**config.mk**
```make
export PLATFORM = sky130hd
export DESIGN_NAME = negate_pipe
export DESIGN_NICKNAME = d
export VERILOG_FILES = /design/src/rtl/negate_pipe.sv
export SDC_FILE = /design/constraint.sdc
export NUM_CORES = 1
export LEC_CHECK = 0
export ABC_CLOCK_PERIOD_IN_PS = 2550
export CORE_ASPECT_RATIO = 1.25
export CORE_MARGIN = 2
export CORE_UTILIZATION = 51
export CTS_BUF_LIST = sky130_fd_sc_hd__clkbuf_4 sky130_fd_sc_hd__clkbuf_8
export DETAILED_ROUTE_END_ITERATION = 8
export PLACE_DENSITY = 0.84
export SKIP_LAST_GASP = 1
export SLEW_MARGIN = 0
export SYNTH_ARGS = -nofsm -noshare
export SYNTH_HDL_FRONTEND = slang
export SYNTH_SLANG_ARGS = --single-unit
export TNS_END_PERCENT = 1
```
**constraint.sdc**
```tcl
create_clock -name clk -period 2.55 [get_ports clk]
set_clock_uncertainty 0.2 [all_clocks]
set_input_delay 0.255 -clock clk [delete_from_list [all_inputs] [get_ports clk]]
set_output_delay 0.255 -clock clk [all_outputs]
set_load 0.05 [all_outputs]
```
**src/rtl/negate_pipe.sv**
```systemverilog
// negate_pipe: two-stage valid/ready pipeline applying pass, one's complement,
// two's complement (negate) or absolute value to a WIDTH-bit signed operand.
// Latency 2 cycles, full throughput, 2-entry capacity, no data loss under stall.
//
// Optional feature: define NEGATE_PIPE_SAT_EN to saturate overflowing results
// (negate/abs of the most-negative value) to the most-positive value instead
// of wrapping back to the most-negative value.
//
// Ports:
//   clk        rising-edge clock
//   reset_n    asynchronous active-low reset
//   in_valid   operand present
//   in_ready   unit can accept an operand this cycle (combinational from out_ready)
//   in_data    operand, two's-complement signed
//   in_mode    00 pass, 01 one's complement, 10 negate, 11 absolute value
//   out_valid  result present
//   out_ready  consumer accepts result this cycle
//   out_data   result
//   out_ovf    result not representable
//   out_zero   out_data == 0
//   out_neg    out_data sign bit
module negate_pipe #(
  parameter int unsigned WIDTH = 8
) (
  input  logic             clk,
  input  logic             reset_n,
  input  logic             in_valid,
  output logic             in_ready,
  input  logic [WIDTH-1:0] in_data,
  input  logic [1:0]       in_mode,
  output logic             out_valid,
  input  logic             out_ready,
  output logic [WIDTH-1:0] out_data,
  output logic             out_ovf,
  output logic             out_zero,
  output logic             out_neg
);

  localparam logic [WIDTH-1:0] MIN_VAL = {1'b1, {(WIDTH-1){1'b0}}};
  localparam logic [WIDTH-1:0] MAX_VAL = {1'b0, {(WIDTH-1){1'b1}}};

  localparam logic [1:0] MODE_PASS = 2'b00;
  localparam logic [1:0] MODE_ONES = 2'b01;
  localparam logic [1:0] MODE_NEG  = 2'b10;
  localparam logic [1:0] MODE_ABS  = 2'b11;

  // Stage 1 state
  logic             s1_valid;
  logic [WIDTH-1:0] s1_data;
  logic             s1_inc;
  logic             s1_min;

  // Stage 1 input decode
  logic             op_neg_c;
  logic             inv_c;
  logic             inc_c;
  logic             min_c;

  // Stage 2 next-value logic
  logic             s2_adv_c;
  logic [WIDTH-1:0] sum_c;
  logic             ovf_c;
  logic [WIDTH-1:0] res_c;

  // Operand decode: abs only inverts/increments negative operands.
  always_comb begin
    op_neg_c = in_data[WIDTH-1];
    inv_c    = 1'b0;
    inc_c    = 1'b0;
    unique case (in_mode)
      MODE_PASS: begin
        inv_c = 1'b0;
        inc_c = 1'b0;
      end
      MODE_ONES: begin
        inv_c = 1'b1;
        inc_c = 1'b0;
      end
      MODE_NEG: begin
        inv_c = 1'b1;
        inc_c = 1'b1;
      end
      MODE_ABS: begin
        inv_c = op_neg_c;
        inc_c = op_neg_c;
      end
      default: begin
        inv_c = 1'b0;
        inc_c = 1'b0;
      end
    endcase
    min_c = (in_data == MIN_VAL);
  end

  // Handshake: stage 2 refills when empty or draining; stage 1 follows it.
  always_comb begin
    s2_adv_c = !out_valid || out_ready;
    in_ready = !s1_valid || s2_adv_c;
  end

  // Increment, overflow detection and optional saturation.
  always_comb begin
    sum_c = s1_data + WIDTH'(s1_inc);
    ovf_c = s1_min && s1_inc;
`ifdef NEGATE_PIPE_SAT_EN
    res_c = ovf_c ? MAX_VAL : sum_c;
`else
    res_c = sum_c;
`endif
  end

  // Stage 1 register: payload loads only on input transfer.
  always_ff @(posedge clk or negedge reset_n) begin
    if (!reset_n) begin
      s1_valid <= 1'b0;
      s1_data  <= '0;
      s1_inc   <= 1'b0;
      s1_min   <= 1'b0;
    end else if (in_ready) begin
      s1_valid <= in_valid;
      if (in_valid) begin
        s1_data <= inv_c ? ~in_data : in_data;
        s1_inc  <= inc_c;
        s1_min  <= min_c;
      end
    end
  end

  // Stage 2 / output register: holds steady while stalled.
  always_ff @(posedge clk or negedge reset_n) begin
    if (!reset_n) begin
      out_valid <= 1'b0;
      out_data  <= '0;
      out_ovf   <= 1'b0;
      out_zero  <= 1'b0;
      out_neg   <= 1'b0;
    end else if (s2_adv_c) begin
      out_valid <= s1_valid;
      if (s1_valid) begin
        out_data <= res_c;
        out_ovf  <= ovf_c;
        out_zero <= (res_c == '0);
        out_neg  <= res_c[WIDTH-1];
      end
    end
  end

endmodule

```
# Word-level counts from Yosys, hierarchy flattened
# Index checks and enable logic that the tools add are counted.
# totals
reg_bits	23
wordCells	29
# classes
n_addsub	1
eq_ne	4
mux	3
bitwise	1
n_reduce_logical	11
# op_table
op	count
8-bit by 1-bit adder with 8-bit output	1
8-bit equality test, second input constant	1
8-bit logical NOT	1
8-bit 2-to-1 mux	1
8-bit inverter	1
1-bit one-hot mux with 3 select lines	2
2-bit equality test, second input constant	2
2-bit AND reduction	2
2-bit OR reduction	2
2-bit by 1-bit equality test with 1-bit output, second input constant	1
1-bit logical NOT	2
2-bit logical NOT	1
1-bit logical OR	2
1-bit logical AND	1

# Depth between registers and ports, before layout
# Gate-level depths: netlist of run 1.
# logic_depth
word_depth	4
mapped_depth	7
ltp_nobuf	7

# Least setup slack after synthesis of run 1
# OpenSTA, ideal clock, no wires.
# synth_path
path_kind	reg2reg
startpoint	reg out_valid
endpoint	reg s1_data[0]
setup_time_ps	137
arrival_time_ps	1848
t_required_ps	2213
setup_slack_ps	365
path_stages_with_launch	6
path_buffers	1
cell_sequence	dfrtp_1 nand3b_1 and2_1 clkbuf_1 nor2_1 a21oi_1
# synth_between
elab_chain_len	4
# synth_rtl
item	line_no	text
start, declared	31	output logic out_valid,
start signal, assigned	138	out_valid <= s1_valid;
1-bit logical NOT	97	s2_adv_c = !out_valid || out_ready;
1-bit logical OR	97	
1-bit logical OR	98	in_ready = !s1_valid || s2_adv_c;
named net in_ready	28	output logic in_ready,
2-bit AND reduction (no source line)	-	
end signal, assigned	122	s1_data <= inv_c ? ~in_data : in_data;
end, declared	49	logic [WIDTH-1:0] s1_data;
# The timed path passes the listed nets, and every way through them passes these cells.
# A chain may end at the register's enable or synchronous reset.

# Final worst setup path of run 1
# layout_path
startpoint	reg s1_valid
endpoint	out in_ready
# layout_between
elab_chain_len	2
# layout_rtl
item	line_no	text
start, declared	48	logic s1_valid;
start signal, assigned	120	s1_valid <= in_valid;
1-bit logical NOT	98	
1-bit logical OR	98	
end, declared	28	
# Every way passes these cells.

==> impl_metrics.env, run 1 <==
export IMPL_async_flop_share_pct=100
export IMPL_totalWireLength_mm=2.01
export IMPL_routabilityCongestion=0.728
export IMPL_wire_per_inst_um=11.8
export IMPL_maxCapViolCount=0
export IMPL_final_common_cell="clkdlybuf4s50_1"
export IMPL_syn_area_sq_um=1140
export IMPL_post_route_period_util_pct=84.7
export IMPL_routed_via_count=875
export IMPL_die_y_um=56.9
export IMPL_synth_fa_ha_area_share_pct=5.48
export IMPL_die_area_sq_um=2630
export IMPL_rr_startpoint="s1_inc"
export IMPL_syn_to_final_growth_pct=26.5
export IMPL_grt_usage_pct=18.0
export IMPL_worstPathRequired_ns=2.10
export IMPL_grt_pass1_vias=827
export IMPL_reg2reg_to="out_zero"
export IMPL_cts_resized=0
export IMPL_drive_gt1_share_pct=5.71
export IMPL_finalSetupViolCount=0
export IMPL_rows=19
export IMPL_period_minus_slack_ns=2.16
export IMPL_antenna_left=0
export IMPL_multi_input_area_sq_um=553
export IMPL_crit_path_start_kind="flop"
export IMPL_core_area_sq_um=2160
export IMPL_dp_hpwl_mm=1.63
export IMPL_criticalPathCategory="flop to primary output"
export IMPL_syn_instance_count=115
export IMPL_n_antenna_cell=0
export IMPL_setup_tns_ns=0
export IMPL_tightestPinTransition_ns=0.598
export IMPL_combPwrFrac_pct=44.3
export IMPL_holdWs_ns=0.0745
export IMPL_io_buffers=26
export IMPL_drt_iter0_drc=5
export IMPL_status="complete, no violations"
export IMPL_ff2ff_setup_slack_ns=0.54
export IMPL_fin_util_pct=66.7
export IMPL_fillers=192
export IMPL_synth_xor_area_share_pct=10.7
export IMPL_gr_total_overflow=0
export IMPL_start_util_pct=52.7
export IMPL_synth_seq_cells=22
export IMPL_firstDrtPassIters=3
export IMPL_synthFlopType="dfrtp_1"
export IMPL_crit_start="s1_valid"
export IMPL_cts_num_sinks=22
export IMPL_ys_warn_count=0
export IMPL_synth_top_family_by_area="simple AND/OR/NAND/NOR gates"
export IMPL_cts_setup_buffers=0
export IMPL_ys_types=28
export IMPL_max_slew_margin_rel_pct=60.1
export IMPL_cp_max_fo=3
export IMPL_power_mw=1.15
export IMPL_ys_seq_area_share_pct=48.2
export IMPL_grt_pass1_wl_mm=3.37
export IMPL_grt_max_degree=23
export IMPL_nNetsFinal=161
export IMPL_die_w_um=46.3
export IMPL_syn_area_per_cell_sq_um=9.92
export IMPL_p_per_area_nw_per_um2=795
export IMPL_ff2ff_path_depth=7
export IMPL_synth_simple_area_share_pct=17.8
export IMPL_power_share_switching_pct=41.5
export IMPL_synth_compound_area_share_pct=12.5
export IMPL_clockRootBuffer="clkbuf_4"
export IMPL_htreeDepth=1
export IMPL_drc=0
export IMPL_clk_latency_ns=0.31
export IMPL_intPower_uw=672
export IMPL_slew_viol_final=0
export IMPL_rsz0062_at_grt="no"
export IMPL_p_sw_uw=477
export IMPL_endpoint_kind="primary output"
export IMPL_hp_class="input port to async pin"
export IMPL_p_leak_nw=0.579
export IMPL_cts_tree="built"
export IMPL_peakVddDrop_v=0.000462
export IMPL_ctsHoldBuffers=0
export IMPL_clockBufferDepth=2
export IMPL_antenna_found_initial=0
export IMPL_final_seq_area_sq_um=551
export IMPL_fmax_mhz=463
export IMPL_final_cell_mix="clkdlybuf4s50_1 (26), dfrtp_1 (22), a21oi_1 (12), nor2_1 (12), xnor2_1 (11)"
export IMPL_pwr_share_seq_pct=42.4
export IMPL_tritoncts_num_buffers=3
export IMPL_clk_pin_slew_worst_paths_ns=0.11
export IMPL_synth_fp_nets=134
export IMPL_hold_viol_final=0
export IMPL_cp_data_arrival_time_ns=1.70
export IMPL_synth_edf_count=0
export IMPL_vias_per_cell=5.12
export IMPL_synthMuxAreaShare_pct=1.97
export IMPL_clock_power_share_pct=13.3
export IMPL_num_io_pins=27
-- power by group through the flow --
stage               logic (mW)  clock network, mW  registers (mW)
global route             0.547              0.167           0.499
CTS                      0.513              0.154           0.488
floorplan                0.200                  0           0.642
finish                   0.508              0.153           0.487
detailed placement       0.511                  0           0.496
global placement         0.500                  0           0.488
-- registers in the layout, summed over array words and instances, names as in the netlist --
signal,cells
out_valid,1
s1_valid,1
s1_data,8
s1_inc,1
out_ovf,1
s1_min,1
out_data,8
out_zero,1
-- worst max-delay path by stage --
stage	end	slack, ns	cells after the start
CTS	in_ready	0.37	2
global placement	in_ready	0.43	3
finish	in_ready	0.39	2
floorplan	s1_data[0]	0.36	5
detailed placement	in_ready	0.40	3
global route	in_ready	0.33	2
-- synthesized netlist by cell type, types with 2 or more instances --
master | number | area share (%)
nand2_1 | 10 | 3.3
dfrtp_1 | 22 | 48
xnor2_1 | 11 | 8.4
inv_1 | 3 | 0.99
buf_4 | 2 | 1.3
xor2_1 | 3 | 2.3
o21ai_1 | 8 | 3.5
nand3_1 | 5 | 2.2
ha_1 | 5 | 5.5
a21oi_1 | 12 | 5.3
nand2b_1 | 3 | 1.6
nor2_1 | 12 | 3.9
mux2_1 | 2 | 2.0
clkbuf_1 | 3 | 0.99
-- metal layers --
layer  vias up  track usage, %  wire, um
met5         -               0         0
met4         0            11.0        55
met3         5            1.93        79
met2        25            32.5      1080
met1       402            18.4       798
li1        443               -         -
-- final cells by class --
| cell class | instances | share of cell area (%) |
|---|---|---|
| Tap cell | 31 | 2.69 |
| Multi-Input combinational cell | 85 | 38.3 |
| Sequential cell | 22 | 38.1 |
| Inverter | 3 | 0.780 |
| Timing Repair Buffer | 27 | 18.5 |
| Clock buffer | 3 | 1.56 |
-- through the flow --
step | cells | worst slack, ns | instance area, sq um
6_report | 171 | 0.390 | 1440
5_1_grt | 171 | 0.328 | 1440
4_1_cts | 171 | 0.371 | 1440
3_5_place_dp | 168 | 0.397 | 1420
3_3_place_gp | 168 | 0.432 | 1420
2_1_floorplan | 115 | 0.365 | 1140
-- cells by family (layout without fill, tap and decap cells) --
| logic type | count (synthesis) | after routing |
|---|---|---|
| AND/OR/NAND/NOR | 39 | 39 |
| XOR/XNOR | 14 | 14 |
| buffers and inverters | 8 | 33 |
| multiplexers | 2 | 2 |
| AO/OA/AOI/OAI | 25 | 25 |
| flip-flops | 22 | 22 |
| adder cells (fa/ha/maj) | 5 | 5 |
-- critical path, stage by stage (launching register included) --
cell	delay (ns)
dfrtp_1	0.43
nand3b_1	0.14
clkdlybuf4s50_1	0.83
Note: power is estimated with default switching activity, not from simulation.
==> run 2: changes to the inputs <==
--- a/config.mk
+++ b/config.mk
@@ -5,7 +5,7 @@
 export SDC_FILE = /design/constraint.sdc
 export NUM_CORES = 1
 export LEC_CHECK = 0
-export ABC_CLOCK_PERIOD_IN_PS = 2550
+export ABC_CLOCK_PERIOD_IN_PS = 2150
 export CORE_ASPECT_RATIO = 1.25
 export CORE_MARGIN = 2
 export CORE_UTILIZATION = 51
==> constraint.sdc (replaced) <==
create_clock -name clk -period 2.15 [get_ports clk]
set_clock_uncertainty 0.2 [all_clocks]
set_input_delay 0.215 -clock clk [delete_from_list [all_inputs] [get_ports clk]]
set_output_delay 0.215 -clock clk [all_outputs]
set_load 0.05 [all_outputs]
==> impl_metrics.env, run 2 (synthesis results as in run 1) <==
export IMPL_status="complete, no violations"
export IMPL_cp_data_arrival_time_ns=2.05
export IMPL_global_route_usage_met3_pct=1.93
export IMPL_crit_path_start_kind="flop"
export IMPL_post_place_cells=168
export IMPL_htreeDepth=1
export IMPL_fmax_mhz=500
export IMPL_final_common_cell="clkdlybuf4s50_1"
export IMPL_ff2ff_path_depth=7
export IMPL_clockRootBuffer="clkbuf_4"
export IMPL_fillers=181
export IMPL_clk_pin_slew_worst_paths_ns=0.12
export IMPL_post_route_period_util_pct=93.0
export IMPL_num_io_pins=27
export IMPL_routabilityCongestion=0.718
export IMPL_gr_usage_met2_pct=31.0
export IMPL_slew_viol_final=0
export IMPL_antenna_left=0
export IMPL_cp_max_fo=6
export IMPL_clk_latency_ns=0.31
export IMPL_final_cell_area_sq_um=1470
export IMPL_multi_input_area_sq_um=556
export IMPL_cts_num_sinks=22
export IMPL_core_area_sq_um=2160
export IMPL_dp_hpwl_mm=1.55
export IMPL_die_y_um=56.9
export IMPL_setup_tns_ns=0
export IMPL_grt_max_degree=23
export IMPL_p_sw_uw=569
export IMPL_grtUsageMet1_pct=19.1
export IMPL_pwr_share_seq_pct=40.7
export IMPL_intPower_uw=840
export IMPL_tritoncts_num_buffers=3
export IMPL_tightestPinTransition_ns=0.608
export IMPL_cts_resized=0
export IMPL_power_share_switching_pct=40.4
export IMPL_grt_usage_pct=17.6
export IMPL_clock_power_share_pct=16.0
export IMPL_hp_class="input port to async pin"
export IMPL_die_area_sq_um=2630
export IMPL_cts_tree="built"
export IMPL_cts_setup_buffers=0
export IMPL_syn_to_final_growth_pct=28.9
export IMPL_max_slew_margin_rel_pct=59.5
export IMPL_start_util_pct=52.7
export IMPL_criticalPathCategory="flop to flop"
export IMPL_period_minus_slack_ns=2.00
export IMPL_p_leak_nw=0.589
export IMPL_drive_gt1_share_pct=8.51
export IMPL_die_w_um=46.3
export IMPL_worstPathRequired_ns=2.20
export IMPL_instances_no_fill=172
export IMPL_dpl_cell_area_sq_um=1430
export IMPL_combPwrFrac_pct=43.3
export IMPL_totalWireLength_mm=1.95
export IMPL_clockBufferDepth=2
export IMPL_gr_total_overflow=0
export IMPL_p_per_area_nw_per_um2=958
export IMPL_n_antenna_cell=0
export IMPL_io_buffers=26
export IMPL_drc=0
export IMPL_power_mw=1.41
export IMPL_drt_iter0_drc=17
export IMPL_rsz0062_at_grt="no"
export IMPL_endpoint_kind="flop"
export IMPL_final_cell_mix="clkdlybuf4s50_1 (25), dfrtp_1 (21), a21oi_1 (12), nor2_1 (12), xnor2_1 (11)"
export IMPL_finalSetupViolCount=0
export IMPL_rows=19
export IMPL_grt_pass1_wl_mm=3.40
export IMPL_wire_per_inst_um=11.3
export IMPL_largestRegisters="out_data (8), s1_data (8)"
export IMPL_peakVddDrop_v=0.000520
export IMPL_grt_busiest_layer="met2"
export IMPL_hold_viol_final=0
export IMPL_antenna_found_initial=0
export IMPL_grt_pass1_vias=865
export IMPL_vias_per_cell=5.15
export IMPL_routed_via_count=885
export IMPL_firstDrtPassIters=5
export IMPL_maxCapViolCount=0
export IMPL_final_seq_area_sq_um=552
export IMPL_nNetsFinal=161
export IMPL_ctsHoldBuffers=0
==> run 2: worst paths after layout <==
| path | to | slack (ns) | from |
|---|---|---|---|
| worst max-delay path | out_zero | 0.15 | s1_inc |
| worst min register to register | out_data[2] | 0.29 | out_data[2] |
| max in group asynchronous | out_valid | 1.49 | reset_n |
| worst min-delay path | out_data[7] | 0.04 | reset_n |
| worst max register to register | out_zero | 0.15 | s1_inc |
| min in group clk | out_data[2] | 0.29 | out_data[2] |
==> run 2: layout make-up <==
class | count | share of cell area [%]
multi-input combinational | 85 | 37.8
sequential | 22 | 37.5
timing repair buffer | 27 | 18.9
tap | 31 | 2.64
clock buffer | 4 | 2.47
inverter | 3 | 0.765
==> run 2: metrics by stage <==
stage               setup slack [ns]  utilization (%)  hold WS, ns
finish                         0.151             68.0       0.0366
global route                  0.0332             68.0       0.0740
CTS                           0.0987             67.9       0.0463
detailed placement             0.117             66.2        0.274
global placement               0.203             66.2        0.266
floorplan                      0.155                -       -0.281
==> run 2: metal layers <==
metal  part of all wire [%]  wire, um
met5                      0         0
met4                    2.6        50
met3                    4.2        82
met2                     54      1050
met1                     39       758
==> run 2: power groups by stage <==
stage          sequential [mW]  combinational, mW  clock (mW)
2_1_floorplan            0.762              0.238           0
3_3_place_gp             0.580              0.598           0
3_5_place_dp             0.584              0.610           0
4_1_cts                  0.575              0.613       0.228
5_1_grt                  0.590              0.657       0.243
6_report                 0.574              0.610       0.225
==> run 2: critical path, stage by stage, from the launching register on <==
cell      delay (ns)
dfrtp_1         0.39
ha_1            0.22
ha_2            0.27
a21boi_1        0.19
a21oi_1         0.09
o32a_1          0.31
nor4_2          0.13
a22o_1          0.15
==> run 3: changes to the inputs <==
--- a/config.mk
+++ b/config.mk
@@ -6,10 +6,12 @@
 export NUM_CORES = 1
 export LEC_CHECK = 0
 export ABC_CLOCK_PERIOD_IN_PS = 2150
+export CAP_MARGIN = 20
 export CORE_ASPECT_RATIO = 1.25
 export CORE_MARGIN = 2
 export CORE_UTILIZATION = 51
 export CTS_BUF_LIST = sky130_fd_sc_hd__clkbuf_4 sky130_fd_sc_hd__clkbuf_8
+export CTS_CLUSTER_DIAMETER = 80
 export DETAILED_ROUTE_END_ITERATION = 8
 export PLACE_DENSITY = 0.84
 export SKIP_LAST_GASP = 1
@@ -17,4 +19,4 @@
 export SYNTH_ARGS = -nofsm -noshare
 export SYNTH_HDL_FRONTEND = slang
 export SYNTH_SLANG_ARGS = --single-unit
-export TNS_END_PERCENT = 1
+export TNS_END_PERCENT = 30
==> results of run 3 <==
No change in the layout: final DEF, timing and power equal those of run 2.
